===== src/rtl/ram_arbiter.sv =====
// Two-requester round-robin front end for a single-port synchronous RAM.
// Clears the RAM after reset, then grants one access per cycle.
module ram_arbiter #(
    parameter int                 DATA_W   = 8,
    parameter int                 ADDR_W   = 3,
    parameter logic [DATA_W-1:0]  INIT_VAL = '0
) (
    input  logic              clk,
    input  logic              rst,
    input  logic              req0,
    input  logic              req1,
    input  logic              we0,
    input  logic              we1,
    input  logic [ADDR_W-1:0] addr0,
    input  logic [ADDR_W-1:0] addr1,
    input  logic [DATA_W-1:0] wdata0,
    input  logic [DATA_W-1:0] wdata1,
    output logic              gnt0,
    output logic              gnt1,
    output logic              rvalid0,
    output logic              rvalid1,
    output logic [DATA_W-1:0] rdata0,
    output logic [DATA_W-1:0] rdata1,
    output logic              init_done,
    output logic [DATA_W-1:0] ram_data_in,
    output logic              ram_we,
    output logic [ADDR_W-1:0] ram_addr,
    input  logic [DATA_W-1:0] ram_out
);

    typedef enum logic {INIT, ARB} state_t;

    localparam logic [ADDR_W-1:0] CNT_MAX = '1;

    state_t            state, state_nxt;
    logic [ADDR_W-1:0] cnt;
    logic              last;

    // NOTE: registers use non-blocking assignments so every flop samples
    // pre-edge values; blocking here would create order-dependent races.
    always_ff @(posedge clk) begin
        if (rst) begin
            state     <= INIT;
            cnt       <= '0;
            last      <= 1'b1;
            rvalid0   <= 1'b0;
            rvalid1   <= 1'b0;
            init_done <= 1'b0;
        end else begin
            state     <= state_nxt;
            init_done <= (state_nxt == ARB);
            if (state == INIT)
                cnt <= cnt + 1'b1;
            if (gnt0)
                last <= 1'b0;
            else if (gnt1)
                last <= 1'b1;
            rvalid0 <= gnt0 & ~we0;
            rvalid1 <= gnt1 & ~we1;
        end
    end

    // NOTE: every output of this block gets a default first, so no path
    // leaves a signal unassigned and no latch is inferred.
    always_comb begin
        state_nxt   = state;
        gnt0        = 1'b0;
        gnt1        = 1'b0;
        ram_we      = 1'b0;
        ram_addr    = '0;
        ram_data_in = '0;
        // Reset gates the RAM port so a mid-operation reset never writes.
        if (!rst) begin
            case (state)
                INIT: begin
                    ram_we      = 1'b1;
                    ram_addr    = cnt;
                    ram_data_in = INIT_VAL;
                    if (cnt == CNT_MAX)
                        state_nxt = ARB;
                end
                ARB: begin
                    // On a tie requester 0 wins only when 1 went last.
                    if (req0 && (!req1 || last))
                        gnt0 = 1'b1;
                    else if (req1)
                        gnt1 = 1'b1;
                    if (gnt0) begin
                        ram_we      = we0;
                        ram_addr    = addr0;
                        ram_data_in = wdata0;
                    end else if (gnt1) begin
                        ram_we      = we1;
                        ram_addr    = addr1;
                        ram_data_in = wdata1;
                    end
                end
                default: state_nxt = INIT;
            endcase
        end
    end

    assign rdata0 = ram_out;
    assign rdata1 = ram_out;

endmodule


===== config.mk =====
export PLATFORM = sky130hd
export DESIGN_NAME = ram_arbiter
export DESIGN_NICKNAME = d
export VERILOG_FILES = /design/src/rtl/ram_arbiter.sv
export SDC_FILE = /design/constraint.sdc
export NUM_CORES = 1
export LEC_CHECK = 0
export ABC_AREA = 1
export ABC_CLOCK_PERIOD_IN_PS = 1630
export BUFFER_PORTS_ARGS = -buffer_cell sky130_fd_sc_hd__buf_2
export CAP_MARGIN = 25
export CORE_MARGIN = 2
export CORE_UTILIZATION = 35
export CTS_BUF_LIST = sky130_fd_sc_hd__clkbuf_4 sky130_fd_sc_hd__clkbuf_8
export DETAILED_ROUTE_END_ITERATION = 8
export GPL_ROUTABILITY_DRIVEN = 0
export GPL_TIMING_DRIVEN = 0
export PLACE_DENSITY = 0.93
export SLEW_MARGIN = 20
export SYNTH_ARGS = -nofsm -noshare
export SYNTH_HDL_FRONTEND = slang
export SYNTH_SLANG_ARGS = --single-unit

===== constraint.sdc =====
create_clock -name clk -period 1.63 [get_ports clk]
set_clock_uncertainty 0.2 [all_clocks]
set_input_delay 0.2445 -clock clk [delete_from_list [all_inputs] [get_ports clk]]
set_output_delay 0.2445 -clock clk [all_outputs]
set_load 0.05 [all_outputs]

# == After elaboration in Yosys (flattened, before gate mapping) ==
# Cells that the tools add are included.
# word_totals
out_inout_bits,33
input_bits,36
ff_bits,7
elab_cells,43
# op_classes
addsub,1
n_reduce_logical,4
bitwise,5
eq_ne,1
mux,27
# op_table
cell,n
2-to-1 mux 8 bit,3
2-to-1 mux 1 bit,18
one-hot mux 8 bit (2 select lines),1
2-to-1 mux 3 bit,3
one-hot mux 3 bit (2 select lines),1
adder 3 x 1 -> 3 bit (second input constant),1
== test 3 bit (second input constant),1
inverter 1 bit,3
bitwise AND 1 bit,2
one-hot mux 1 bit (2 select lines),1
nonzero test 2 bit,1
logical AND 1 bit,1
logical NOT 1 bit,1
logical OR 1 bit,1

# == Logic depth before layout (Yosys ltp) ==
# Gate-level depths: netlist of run 1.
# depth
word_depth,10
depth_mapped,8
mapped_depth_nobuf,8

# == Worst setup path before layout of run 1 ==
# No wires, ideal clock.
# synth_timing
path_type,register to output
startpoint,register state
endpoint,output port ram_data_in[1]
required_ns,1.185
slack_ns,-0.653
stages_incl_launch_ff,5
t_arrival_ns,1.839
path_buffers,0
cell_sequence,dfxtp_1 -> inv_1 -> nor2_4 -> inv_1 -> a21oi_1
# synth_via
elab_chain_len,3
# synth_lines
item,line_no,rtl
"start, declared",35,"state_t state, state_nxt;"
"start signal, assigned",50,state <= state_nxt;
inverter 1 bit,-,
one-hot mux 8 bit (2 select lines) (*),74,case (state)
2-to-1 mux 8 bit (*),73,if (!rst) begin
"end, declared",25,"output logic [DATA_W-1:0] ram_data_in,"
# Mark *: on every way between the ends. The rest lies on a longest branch, timed or not.

# == Worst setup path in the final report of run 1 ==
# layout_timing
startpoint,register last
endpoint,output port ram_data_in[1]
# layout_via
elab_chain_len,9
# layout_lines
item,line_no,rtl
"start, declared",37,logic last;
"start signal, assigned",45,last <= 1'b1;
"start signal, assigned",55,last <= 1'b0;
"start signal, assigned",57,last <= 1'b1;
logical OR 1 bit (*),84,if (req0 && (!req1 || last))
logical AND 1 bit (*),84,
2-to-1 mux 1 bit,84,
2-to-1 mux 1 bit,74,
2-to-1 mux 1 bit,73,
2-to-1 mux 8 bit,92,end else if (gnt1) begin
2-to-1 mux 8 bit (*),88,if (gnt0) begin
one-hot mux 8 bit (2 select lines) (*),74,
2-to-1 mux 8 bit (*),73,
# Mark *: on every way between the ends. The rest lies on a longest branch, timed or not. The select of a mux whose other input is x is not followed.

==> flow_summary.yaml, run 1 <==
clock_tree:
  cts_tree: "done"
  cts.clk_slew.worst_paths_ns: 0.07
  numCtsBuffers: 3
  cts_sinks: 7
  ctsRootBufferMaster: "clkbuf_4"
  cts_max_level: 1
  insertion_delay_ns: 0.26
  cts_buffer_depth: 2
routing:
  vias: 1008
  ant_nets: 0
  post-route-drc-count: 0
  drtIter0Drc: 36
  first_pass_iters: 4
  vias_per_cell: 5.04
  finalWirelength_microns: 3330
  drt-wirelength-per-cell_microns: 16.7
synthesis:
  synth_seq_cells: 7
  syn_area_per_cell_sq_um: 6.11
  post-synth-top-area-cell: "nand2_1"
  seq_area_frac_synth: 0.218
  synth.most_common_cell: "nand2_1"
  synth-xor-area-share: 0
  synth_simple_gate_area_share: 0.384
  syn_inst: 105
  synthesis.area_sq_um: 642
  synth_top_family_by_area: "simple AND/OR/NAND/NOR gates"
  async_flop_share: 0
  ys_warn_count: 0
  ys_types: 17
  syn_nets: 143
  synth_edf_count: 0
  yosys.area.top_type_share: 0.240
  ys.flop_type: "dfxtp_1"
  synth.area.top_cells: "nand2_1 24%, dfxtp_1 22%, buf_4 19%, inv_1 4.7%, nor2_1 4.7%"
  synth_compound_area_frac: 0.0877
  synth_common_cells: "41 x nand2_1, 16 x buf_4, 8 x inv_1, 8 x nor2_1, 7 x dfxtp_1"
  synthMuxAreaShare: 0
  synthAdderAreaFrac: 0.0390
sta:
  fin_ws_ns: -0.187
  hold_viol: 0
  tightest_slew_ns: 0.290
  hold_slack_ns: 0.0512
  maxSlewViolCount: 0
  timing.fmax_ghz: 0.550
  setup_violations: 14
  rsz0062_at_grt: "true"
  finalCritPeriodShare: 1.11
  relSlewSlack: 0.804
  period_minus_slack_ns: 1.82
worst_setup_path:
  critPathRequiredTime_ns: 1.19
  r2r-end: "cnt[2]$_SDFFE_PP0N_"
  start_kind: "flip-flop"
  worstPathArrival_ns: 1.37
  crit_path_end_kind: "output port"
  cp_max_fo: 4
  worstReg2RegStart: "cnt[0]$_SDFFE_PP0N_"
  r2r_slack_ns: 0.11
  r2r.worst_path.cells: 4
  crit_type: "flip-flop to output port"
run_status:
  violations: "negative setup slack"
  status: "finished, violations left"
floorplan:
  rows: 15
  io_pins: 69
  core_region_area_sq_um: 1730
  die-area_sq_um: 2190
  dieWidth_microns: 46.8
  start_util: 0.372
  die_y_microns: 46.8
power:
  power_density_nw_per_um2: 470
  power_uw: 651
  total_leakage_power_uw: 0.000808
  irDropWorstVdd_uv: 429
placed_design:
  numPortBuffers: 60
  dpl.hpwl_microns: 1630
  placed_cells: 190
worst_hold_path:
  whs_endpoint: "cnt[0]$_SDFFE_PP0N_"
  whs_path_depth: 2
  worstHoldStart: "rst"
  min_path_type: "input port to flip-flop"
global_routing:
  track_usage: 0.212
  grt_max_degree: 11
  grt_pass1_vias: 813
  antenna_found_initial: 0
  grt_pass1_wl_microns: 3220
  grt_overflow: 0
finish:
  nets: 214
  syn_to_final_growth_pct: 116
  utilization: 0.801
  diodes: 0
  final_cells: 200
  drive_above_1_share: 0.703
run:
  maxCapViolations: 0
==> final cells by class <==
cell class              instances  area [sq um]
multi-input cells              70           512
repair buffers                 65           457
fillers                       105           343
flip-flops and latches          7           148
plain buffers                  17           131
inverters                      11          68.8
well taps                      25          31.3
clock buffers                   3          22.5
repair inverters                1          8.76
clock inverters                 1          5.00
==> where the power goes <==
part           total (uW)  internal [uW]  switching, uW  leakage [uW]
logic                 293            104            189      0.000732
clock network         174           90.7           83.6     0.0000177
registers             184            176           7.32     0.0000578
==> how the worst max path moves through the flow <==
stage / from / to / slack (ns) / depth (start not counted)
global placement: req0 / ram_addr[2] / -0.05 / 7
CTS: last$_SDFFE_PP1P_ / ram_addr[2] / -0.15 / 6
finish: last$_SDFFE_PP1P_ / ram_data_in[1] / -0.19 / 7
global route: last$_SDFFE_PP1P_ / ram_data_in[1] / -0.25 / 7
floorplan: last$_SDFFE_PP1P_ / ram_data_in[1] / 0.02 / 6
detailed placement: req0 / ram_data_in[5] / -0.09 / 7
==> metrics by stage <==
stage / setup TNS [ns] / setup slack [ns] / cell area [sq um]
5_1_grt: -2.86 / -0.247 / 1380
3_3_place_gp: -0.341 / -0.0510 / 1050
4_1_cts: -1.77 / -0.154 / 1280
3_5_place_dp: -0.506 / -0.0865 / 1050
6_report: -2.13 / -0.187 / 1380
2_1_floorplan: 0 / 0.0206 / 716
==> logic make-up after synthesis <==
| logic type | Yosys count |
|---|---|
| and+or+nand+nor | 59 |
| adders and majority gates | 2 |
| buffers and inverters | 28 |
| DFF | 7 |
| AOI/OAI and AO/OA | 9 |
==> registers in the layout (all words and copies together), names as in the netlist <==
register	cells
rvalid1	1
cnt	3
rvalid0	1
last	1
state	1
==> worst max-delay path, cell delays in order (launching register included) <==
cell and delay, ns:
dfxtp_4 0.37, inv_2 0.05, nand2_4 0.08, nand2_4 0.08, inv_6 0.10, nand2_1 0.09
a21oi_2 0.16, buf_6 0.18
==> placed cells by master, fill, tap and decap left out, types with 4 or more instances in the layout <==
master   count
nand2_2      5
buf_2       46
dfxtp_1      5
nand3_1      4
nand2_4     21
buf_4       20
buf_6        6
nor2_1       8
inv_1        6
nand2_1     18
buf_8        8
==> per-layer routing <==
layer / track usage / up-vias / part of all wire
met1: 0.187 / 454 / 0.33
li1: - / 449 / -
met5: 0 / - / 0
met3: 0.0654 / 20 / 0.086
met4: 0.106 / 0 / 0.047
met2: 0.422 / 85 / 0.53
==> what timing repair did <==
item                       4_1_cts  5_1_grt
hold buffers                     2        0
resized for setup               51       27
hold endpoints to repair         2        0
gates cloned                     1        0
setup endpoints to repair       14       14
pin swaps                        5        8
buffers inserted                 2        1
Power figures use the tool's default switching activity.
==> inputs of run 2 (changes only) <==
--- a/config.mk
+++ b/config.mk
@@ -15,7 +15,7 @@
 export DETAILED_ROUTE_END_ITERATION = 8
 export GPL_ROUTABILITY_DRIVEN = 0
 export GPL_TIMING_DRIVEN = 0
-export PLACE_DENSITY = 0.93
+export PLACE_DENSITY = 0.81
 export SLEW_MARGIN = 20
 export SYNTH_ARGS = -nofsm -noshare
 export SYNTH_HDL_FRONTEND = slang
==> flow_summary.yaml, run 2 (synthesis results as in run 1) <==
floorplan:
  start_util: 0.372
  die-area_sq_um: 2190
  core_region_area_sq_um: 1730
  io_pins: 69
  rows: 15
  die_y_microns: 46.8
  dieWidth_microns: 46.8
routing:
  finalWirelength_microns: 3130
  vias_per_cell: 4.91
  post-route-drc-count: 0
  first_pass_iters: 4
  drtIter0Drc: 33
  ant_nets: 0
  vias: 1007
  drt-wirelength-per-cell_microns: 15.3
sta:
  finalCritPeriodShare: 1.13
  finalSetupTns_ns: -2.51
  timing.fmax_ghz: 0.541
  hold_viol: 0
  relSlewSlack: 0.829
  maxSlewViolCount: 0
  hold_slack_ns: 0.0399
  tightest_slew_ns: 0.258
  fin_ws_ns: -0.219
  setup_violations: 14
  period_minus_slack_ns: 1.85
  rsz0062_at_grt: "true"
global_routing:
  track_usage: 0.220
  grt_max_degree: 11
  grt_overflow: 0
  grt_pass1_wl_microns: 3330
  antenna_found_initial: 0
  grt_pass1_vias: 838
worst_setup_path:
  worstPathArrival_ns: 1.40
  startpoint: "last$_SDFFE_PP1P_"
  critPathRequiredTime_ns: 1.19
  start_kind: "flip-flop"
  crit_path_end_kind: "output port"
  path_delay_family: "flip-flops"
  r2r_slack_ns: 0.31
  worstReg2RegStart: "cnt[0]$_SDFFE_PP0N_"
  path_buf_inv: 2
  cpMostUsedCell: "nand2_4"
  worst-path-stages: 6
  r2r-end: "cnt[2]$_SDFFE_PP0N_"
  cpPeakStageDelay_ns: 0.37
  cp_slowest_cell: "dfxtp_4"
  r2r.worst_path.cells: 4
  crit_end: "ram_data_in[0]"
  cp_max_fo: 6
  path_cells: "a21oi_4 -> nand2_4 -> inv_8 -> nand2_4 -> nand2_4 -> buf_8"
  crit_type: "flip-flop to output port"
finish:
  largest_reg_flops: 3
  layout_common_cells: "46 x buf_2, 23 x buf_4, 18 x nand2_4, 18 x nand2_1, 10 x buf_8"
  max_flop_register: "cnt"
  nets: 219
  diodes: 0
  drive_above_1_share: 0.722
  syn_to_final_growth_pct: 122
  layout_commonest_cell: "buf_2"
clock_tree:
  cts_sinks: 7
  insertion_delay_ns: 0.28
  ctsRootBufferMaster: "clkbuf_4"
  cts.clk_slew.worst_paths_ns: 0.07
  cts_max_level: 1
  cts_buffer_depth: 2
  numCtsBuffers: 3
  cts_tree: "done"
placed_design:
  dpl.hpwl_microns: 1520
  numPortBuffers: 60
  dp_slack_ns: -0.0716
power:
  total_leakage_power_uw: 0.000819
  power_uw: 670
  power_density_nw_per_um2: 469
  irDropWorstVdd_uv: 541
run:
  maxCapViolations: 0
run_status:
  violations: "negative setup slack"
  status: "finished, violations left"
worst_hold_path:
  min_path_type: "input port to flip-flop"
  worstHoldStart: "rst"
==> run 2: cell type report <==
class / count / area, sq um
plain buffers: 17 / 131
clock buffers: 4 / 30.0
fillers: 97 / 299
inverters: 11 / 71.3
multi-input cells: 70 / 500
flip-flops and latches: 7 / 148
well taps: 25 / 31.3
repair buffers: 70 / 509
repair inverters: 1 / 6.26
==> run 2: power breakdown <==
group / switching, uW / internal [uW]
registers: 7.00 / 177
logic: 181 / 106
clock network: 87.5 / 111
total: 276 / 394
==> run 2: per-stage QoR <==
| step | cell area (sq um) | util | instances |
|---|---|---|---|
| final | 1430 | 0.827 | 205 |
| after floorplan | 716 | - | 105 |
| after CTS | 1330 | 0.770 | 200 |
| after global placement | 1050 | 0.607 | 190 |
| after detailed placement | 1050 | 0.607 | 190 |
| after global routing | 1430 | 0.827 | 205 |
==> run 2: repair_timing <==
| action | CTS | global route |
|---|---|---|
| gates cloned | 1 | 0 |
| hold endpoints to repair | 2 | 0 |
| pin swaps | 5 | 9 |
| buffers inserted | 3 | 5 |
| hold buffers | 2 | 0 |
| endpoints found under the setup margin | 14 | 14 |
| gates resized for setup | 60 | 21 |
==> run 2: how the worst min path moves through the flow <==
stage                     cells after the start  slack (ns)            endpoint
after CTS                                     2        0.04    state$_SDFF_PP0_
final                                         2        0.04    state$_SDFF_PP0_
after global routing                          2        0.05    state$_SDFF_PP0_
after global placement                        2        0.22  rvalid1$_SDFF_PP0_
after floorplan                               1        0.11    state$_SDFF_PP0_
after detailed placement                      2        0.23  rvalid0$_SDFF_PP0_
==> run 2: per-layer routing <==
metal / track usage / routed length [microns] / up-vias
met5: 0 / 0 / -
met3: 0.0731 / 287 / 16
met2: 0.438 / 1640 / 85
met1: 0.189 / 1070 / 444
met4: 0.111 / 127 / 0
li1: - / - / 462
